File: src/rtl/seq_pattern_tx.sv
// Serial pattern transmitter: shifts a PAT_W-bit pattern out MSB-first with a valid qualifier.
// Optional even-parity bit after the LSB when SEQ_TX_PARITY_EN is defined.
module seq_pattern_tx #(
  parameter int unsigned      PAT_W   = 4,
  parameter logic [PAT_W-1:0] PATTERN = 4'b1101,
  parameter int unsigned      GAP     = 2
) (
  input  logic             clk,
  input  logic             rst_n,
  input  logic             start,
  input  logic             cont,
  input  logic             abort,
  input  logic             pat_load,
  input  logic [PAT_W-1:0] pat_in,
  output logic             x_out,
  output logic             x_valid,
  output logic             busy,
  output logic             done,
  output logic [7:0]       frame_cnt
);

`ifdef SEQ_TX_PARITY_EN
  localparam int unsigned FRAME_LEN = PAT_W + 1;
`else
  localparam int unsigned FRAME_LEN = PAT_W;
`endif
  localparam logic [3:0] LAST_IDX = 4'(FRAME_LEN - 1);
  localparam logic [3:0] GAP_LAST = (GAP > 0) ? 4'(GAP - 1) : 4'd0;

  typedef enum logic [1:0] {S_IDLE, S_SEND, S_GAP} state_t;

  state_t           state, state_nxt;
  logic [PAT_W-1:0] pattern, pattern_nxt;
  logic [3:0]       idx, idx_nxt;
  logic [3:0]       gap_cnt, gap_nxt;
  logic [7:0]       cnt_nxt;
  logic             last_bit;
  logic             frame_end;
  logic             x_out_nxt, x_valid_nxt, busy_nxt;
  logic [PAT_W-1:0] shifted;

  // rst_n is active-high despite its name
  always_ff @(posedge clk or posedge rst_n) begin
    if (rst_n) begin
      state     <= S_IDLE;
      pattern   <= PATTERN;
      idx       <= '0;
      gap_cnt   <= '0;
      frame_cnt <= '0;
      x_out     <= 1'b0;
      x_valid   <= 1'b0;
      busy      <= 1'b0;
      done      <= 1'b0;
    end else begin
      state     <= state_nxt;
      pattern   <= pattern_nxt;
      idx       <= idx_nxt;
      gap_cnt   <= gap_nxt;
      frame_cnt <= cnt_nxt;
      x_out     <= x_out_nxt;
      x_valid   <= x_valid_nxt;
      busy      <= busy_nxt;
      done      <= frame_end;
    end
  end

  always_comb begin
    state_nxt   = state;
    pattern_nxt = pattern;
    idx_nxt     = idx;
    gap_nxt     = gap_cnt;
    cnt_nxt     = frame_cnt;
    frame_end   = 1'b0;
    last_bit    = (state == S_SEND) && (idx == LAST_IDX);

    // The count still advances when abort lands on the final bit
    if (last_bit) cnt_nxt = frame_cnt + 8'd1;

    if (abort) begin
      state_nxt = S_IDLE;
      idx_nxt   = '0;
      gap_nxt   = '0;
    end else begin
      case (state)
        S_IDLE: begin
          if (pat_load) pattern_nxt = pat_in;
          if (start) begin
            state_nxt = S_SEND;
            idx_nxt   = '0;
          end
        end
        S_SEND: begin
          if (last_bit) begin
            idx_nxt = '0;
            if (GAP != 0) begin
              state_nxt = S_GAP;
              gap_nxt   = '0;
            end else if (!cont) begin
              state_nxt = S_IDLE;
              frame_end = 1'b1;
            end
          end else begin
            idx_nxt = idx + 4'd1;
          end
        end
        S_GAP: begin
          if (gap_cnt == GAP_LAST) begin
            gap_nxt = '0;
            if (cont) begin
              state_nxt = S_SEND;
              idx_nxt   = '0;
            end else begin
              state_nxt = S_IDLE;
              frame_end = 1'b1;
            end
          end else begin
            gap_nxt = gap_cnt + 4'd1;
          end
        end
        default: state_nxt = S_IDLE;
      endcase
    end
  end

  // Outputs are decoded from the next state so they leave the register with it;
  // pattern_nxt lets a same-cycle load+start send the freshly loaded pattern.
  always_comb begin
    shifted     = pattern_nxt << idx_nxt;
    x_valid_nxt = (state_nxt == S_SEND);
    busy_nxt    = (state_nxt != S_IDLE);
    x_out_nxt   = 1'b0;
    if (x_valid_nxt) begin
      x_out_nxt = shifted[PAT_W-1];
`ifdef SEQ_TX_PARITY_EN
      if (idx_nxt == 4'(PAT_W)) x_out_nxt = ^pattern_nxt;
`endif
    end
  end

endmodule

File: config.mk
export PLATFORM = sky130hd
export DESIGN_NAME = seq_pattern_tx
export DESIGN_NICKNAME = d
export VERILOG_FILES = /design/src/rtl/seq_pattern_tx.sv
export SDC_FILE = /design/constraint.sdc
export NUM_CORES = 1
export LEC_CHECK = 0
export BUFFER_PORTS_ARGS = -buffer_cell sky130_fd_sc_hd__clkbuf_2
export CAP_MARGIN = 5
export CORE_ASPECT_RATIO = 0.5
export CORE_MARGIN = 1.5
export CORE_UTILIZATION = 40
export DETAILED_ROUTE_END_ITERATION = 10
export PLACE_DENSITY = 0.59
export SKIP_CTS_REPAIR_TIMING = 1
export SLEW_MARGIN = 20
export SYNTH_ARGS = -nofsm -noshare
export SYNTH_HDL_FRONTEND = slang
export SYNTH_SLANG_ARGS = --single-unit
File: constraint.sdc
create_clock -name clk -period 2.6 [get_ports clk]
set_input_delay 0 -clock clk [delete_from_list [all_inputs] [get_ports clk]]
set_output_delay 0 -clock clk [all_outputs]
set_load 0.005 [all_outputs]
* Word-level counts from Yosys, hierarchy flattened
Index checks and enable logic that the tools add are counted.
** Storage, ports and cells
- Register bits :: 26
- Output and inout port bits :: 12
- Logic and storage cells :: 48
- Bits of input ports :: 10
** Operators by class
- Reduce and logical (&&, ||, !) cells :: 5
- Shift operators :: 1
- Equal/unequal tests :: 6
- $add $sub $neg :: 3
- Muxes and demuxes :: 24
** Operators with widths (number)
- 4-bit 2-to-1 mux :: 11
- 4-bit one-hot mux with 3 select lines :: 1
- 4-bit by 1-bit adder with 4-bit output (second input constant) :: 2
- 8-bit by 1-bit adder with 8-bit output (second input constant) :: 1
- 2-bit 2-to-1 mux :: 4
- 4-bit one-hot mux with 2 select lines :: 1
- 1-bit 2-to-1 mux :: 6
- 2-bit one-hot mux with 3 select lines :: 1
- 2-bit by 1-bit == test with 1-bit output (second input constant) :: 2
- 4-bit by 1-bit == test with 1-bit output (second input constant) :: 1
- 4-bit by 2-bit == test with 1-bit output (second input constant) :: 1
- 4-bit by 4-bit << shifter with 4-bit output :: 1
- 3-bit inequality test (second input constant) :: 1
- 3-bit nonzero test :: 1
- 2-bit == test (second input constant) :: 1
- 2-bit zero test :: 1
- 2-bit AND reduction :: 1
- 2-bit nonzero test :: 1
- 1-bit logical AND :: 1

* Longest topological paths before layout
- Depth in word-level cells :: 7
- Depth in mapped cells :: 9
- Gate-level depth less buffers :: 8

* Least setup slack after synthesis
OpenSTA, ideal clock, no wires.
- Path kind :: flip-flop to flip-flop
- Start point :: register gap_cnt[1]
- End point :: register x_out
- Data required time :: 2489 ps
- Path buffers :: 1
- Cell stages (with the launch flop) :: 9
- Path slack :: 355 ps
- Clock period less this slack :: 2245 ps
- Arrival time :: 2134 ps
- Library setup time :: 111 ps
- Cell sequence :: dfrtp_1 inv_1 ha_1 or3b_1 buf_6 o211a_1 or2_1 a221o_1 a2111oi_2
** Between the ends
- Word-level cells in the longest chain between the ends :: 6
- Elaborated cells between the ends (all ways) :: 10
- Classes of those cells :: eq/ne: 2; shift: 1; mux: 7
** RTL lines
- start, declared :: line 35 : logic [3:0] gap_cnt, gap_nxt;
- start signal, assigned :: line 58 : gap_cnt <= gap_nxt;
- 4-bit by 1-bit == test with 1-bit output * :: line 107 : if (gap_cnt == GAP_LAST) begin
- 4-bit 2-to-1 mux or 2-bit 2-to-1 mux (tied branches) :: line 107
- 4-bit one-hot mux with 3 select lines or 2-bit one-hot mux with 3 select lines (tied branches) :: line 84 : case (state)
- 4-bit 2-to-1 mux or 2-bit 2-to-1 mux (tied branches) :: line 79 : if (abort) begin
- 4-bit by 4-bit << shifter with 4-bit output or 2-bit by 1-bit == test with 1-bit output (tied branches) :: line 128, 129
- 1-bit 2-to-1 mux * :: line 132 : if (x_valid_nxt) begin
- net x_out_nxt :: line 39 : logic x_out_nxt, x_valid_nxt, busy_nxt;
- end signal, assigned :: line 60 : x_out <= x_out_nxt;
- end, declared :: line 15 : output logic x_out,
The timed path passes the listed nets; every way through them passes the cells marked *.
A chain may end at the register's enable or synchronous reset.

* Worst setup path in the final report
Ends and elaborated chain as after synthesis.

==> flow_summary.toml <==
[grt]
overflow = 0
grt_max_degree = 27
grt_pass1_vias = 883
globalRouteTotalUtil_pct = 16.1
grt_pass1_wl_mm = 4.17
antenna_found_initial = 0

[status]
violations = "negative hold slack"
outcome = "finished with violations"

[yosys]
postSynthCellCount = 119
synth.distinct_cells = 39
synth-seq-area-share_pct = 51.6
ys_ff_latch = 26
synth_top_area_cell = "dfrtp_1"
synth_area_per_cell_um2 = 10.7
synth_top_area_share_pct = 45.4
syn-cell-area_um2 = 1270
yosysWarnings = 0
yosys-top-cells-area = "dfrtp_1, dfstp_2, xnor2_1"
syn-num-nets = 133

[critical_path]
path_cells = "inv_1 > ha_1 > or3b_1 > o211a_1 > or2_1 > a221o_1 > a2111oi_2"
path_delay_family = "compound AO/OA/AOI/OAI gates"
reg2reg_from = "gap_cnt[1]"
crit_path_start = "gap_cnt[1]"
cp_num_cells = 7
path_class = "flip-flop to flip-flop"
reg2reg_depth = 7
critPathCaptureType = "flip-flop"
path_buf_inv = 1
r2r_slack_ps = 320
cp.arrival_ps = 2450
r2r-end = "x_out"
critPathMaxStageDelay_ps = 420
endpoint = "x_out"
startpoint_type = "flip-flop"
slowest_stage = "dfrtp_1"
cp_max_fo = 4
required_ps = 2770

[worst_hold_path]
hold_path_class = "input pin to flip-flop"

[floorplan]
rows = 14
core-area_um2 = 3010
start_util_pct = 42.1
io_pins = 22
chipWidth_um = 82.6
die-area_um2 = 3540
die_h_um = 42.8

[route]
wl_mm = 2.47
avgRoutedWirePerCell_um = 13.2
wl_met2_mm = 1.10
ant_nets = 0
top_layer = "met4"
wl_met1_mm = 1.27
viasPerCell = 4.95
drt-pass1-iter-count = 3
num_vias = 925
drt_iter0_drc = 58
drc = 0
met3WireLength_um = 85

[sta]
final.setup.tns_ps = 0
timing.final.max_slew_violations = 0
min_period_ps = 2280
slew_headroom_pct = 37.2
fin_crit_sh_pct = 87.8
tightest_slew_ps = 936
final_hold_viol_count = 1
max_freq_mhz = 438
setup_viol = 0
timing.hold.ws_ps = -4.27
rsz0062_at_grt = "no"
fin_skew_ps = 2.78

[clocking]
clock_path_buffers = 2
cts_tree = "built"
cts_root_buf = "clkbuf_8"
cts_sinks = 26
clk_latency_ps = 270
htreeDepth = 1
tritoncts.num_buffers = 3
cts.clk_slew.worst_paths_ps = 90

[finish]
antenna_cells = 0
drive_above_1_share_pct = 23.8
mostFrequentLayoutCell = "dfrtp_1"
n_fill_cell = 281
layout.nets = 162
layout_common_cells = "dfrtp_1, clkbuf_2, o21ai_0"
syn2layout_area_growth_pct = 18.9

[placement]
dp.final_hpwl_mm = 1.78
routabilityCongestion = 0.769
port_buffers = 21

[pwr]
irDropWorstVdd_v = 0.000280
leakagePower_nw = 0.738
p_per_area_nw_per_um2 = 509

[run]
maxCapViolCount = 0
==> registers in the layout, indices dropped and copies added, names as in the netlist <==
signal     flops
busy           1
state          2
x_valid        1
pattern        4
frame_cnt      8
x_out          1
gap_cnt        4
done           1
idx            4
==> how the worst min path moves through the flow <==
stage	start	to	slack [ps]	cells after the start
after floorplan	rst_n	busy	40	1
after global placement	cont	done	200	2
after detailed placement	cont	done	210	2
after CTS	cont	done	-90	2
after global routing	pat_in[3]	pattern[3]	20	3
final	pat_in[3]	pattern[3]	-4	3
==> through the flow <==
stage / cells / total power [mW] / setup slack, ps / util [%] / cell area (um^2)
5_1_grt: 187 / 0.813 / 201 / 50.0 / 1510
4_1_cts: 182 / 0.774 / 313 / 48.3 / 1460
3_5_place_dp: 178 / 0.536 / 341 / 46.8 / 1410
2_1_floorplan: 119 / 0.507 / 355 / - / 1270
3_3_place_gp: 178 / 0.534 / 397 / 46.8 / 1410
6_report: 187 / 0.766 / 318 / 50.0 / 1510
==> routing by layer <==
| layer | global-route usage [%] | vias up |
|---|---|---|
| met5 | 0 | - |
| met1 | 23.2 | 441 |
| met3 | 5.81 | 2 |
| met2 | 23.4 | 11 |
| met4 | 3.00 | 0 |
| li1 | - | 471 |
==> worst min-delay path: stages <==
cell	delay [ps]
clkbuf_2	80
mux2i_1	90
inv_1	70
==> cells by family (layout without fill, tap and decap cells) <==
group	Yosys count	after routing	synth area share, %
AND/OR/NAND/NOR	41	41	18.4
XOR/XNOR	7	7	4.84
buffers and inverters	13	41	4.44
multiplexers	5	5	4.24
AO/OA/AOI/OAI	23	23	12.5
flip-flops	26	26	51.6
adder cells (fa/ha/maj)	4	4	3.95
==> cell usage after synthesis, drive strengths merged <==
master and instances:
o211ai 1, ha 4, nor4b 1, buf 1, or3 1, o31ai 1, nor3 2, o21bai 1
dfstp 3, dfrtp 23, a221o 2, a31oi 1, a21oi 2, a2111oi 1, xor2 1, mux2i 2
a21o 1, o211a 1, nand2 7, o21a 1, nand3b 1, xnor2 6, or3b 1, mux2 3
and3 3, clkbuf 2, a2bb2oi 1, o21ai 10, nor2 9, nand4 3, inv 10, nand3 5
nor2b 1, nor3b 2, nor4 1, or2 1, nand2b 3
==> final cells by class <==
class / instances / area [um^2] / share of cell area (%)
Sequential cell: 26 / 654 / 43.4
Multi-Input combinational cell: 80 / 557 / 37.0
Timing Repair Buffer: 27 / 163 / 10.8
Tap cell: 40 / 50.0 / 3.32
Clock buffer: 4 / 45.0 / 2.99
Inverter: 10 / 37.5 / 2.49
==> report_power, final <==
part	internal (mW)	total, mW	switching [mW]
clock	0.110	0.234	0.124
sequential	0.431	0.443	0.0111
combinational	0.0420	0.0893	0.0473
(Power assumes the default switching activity.)
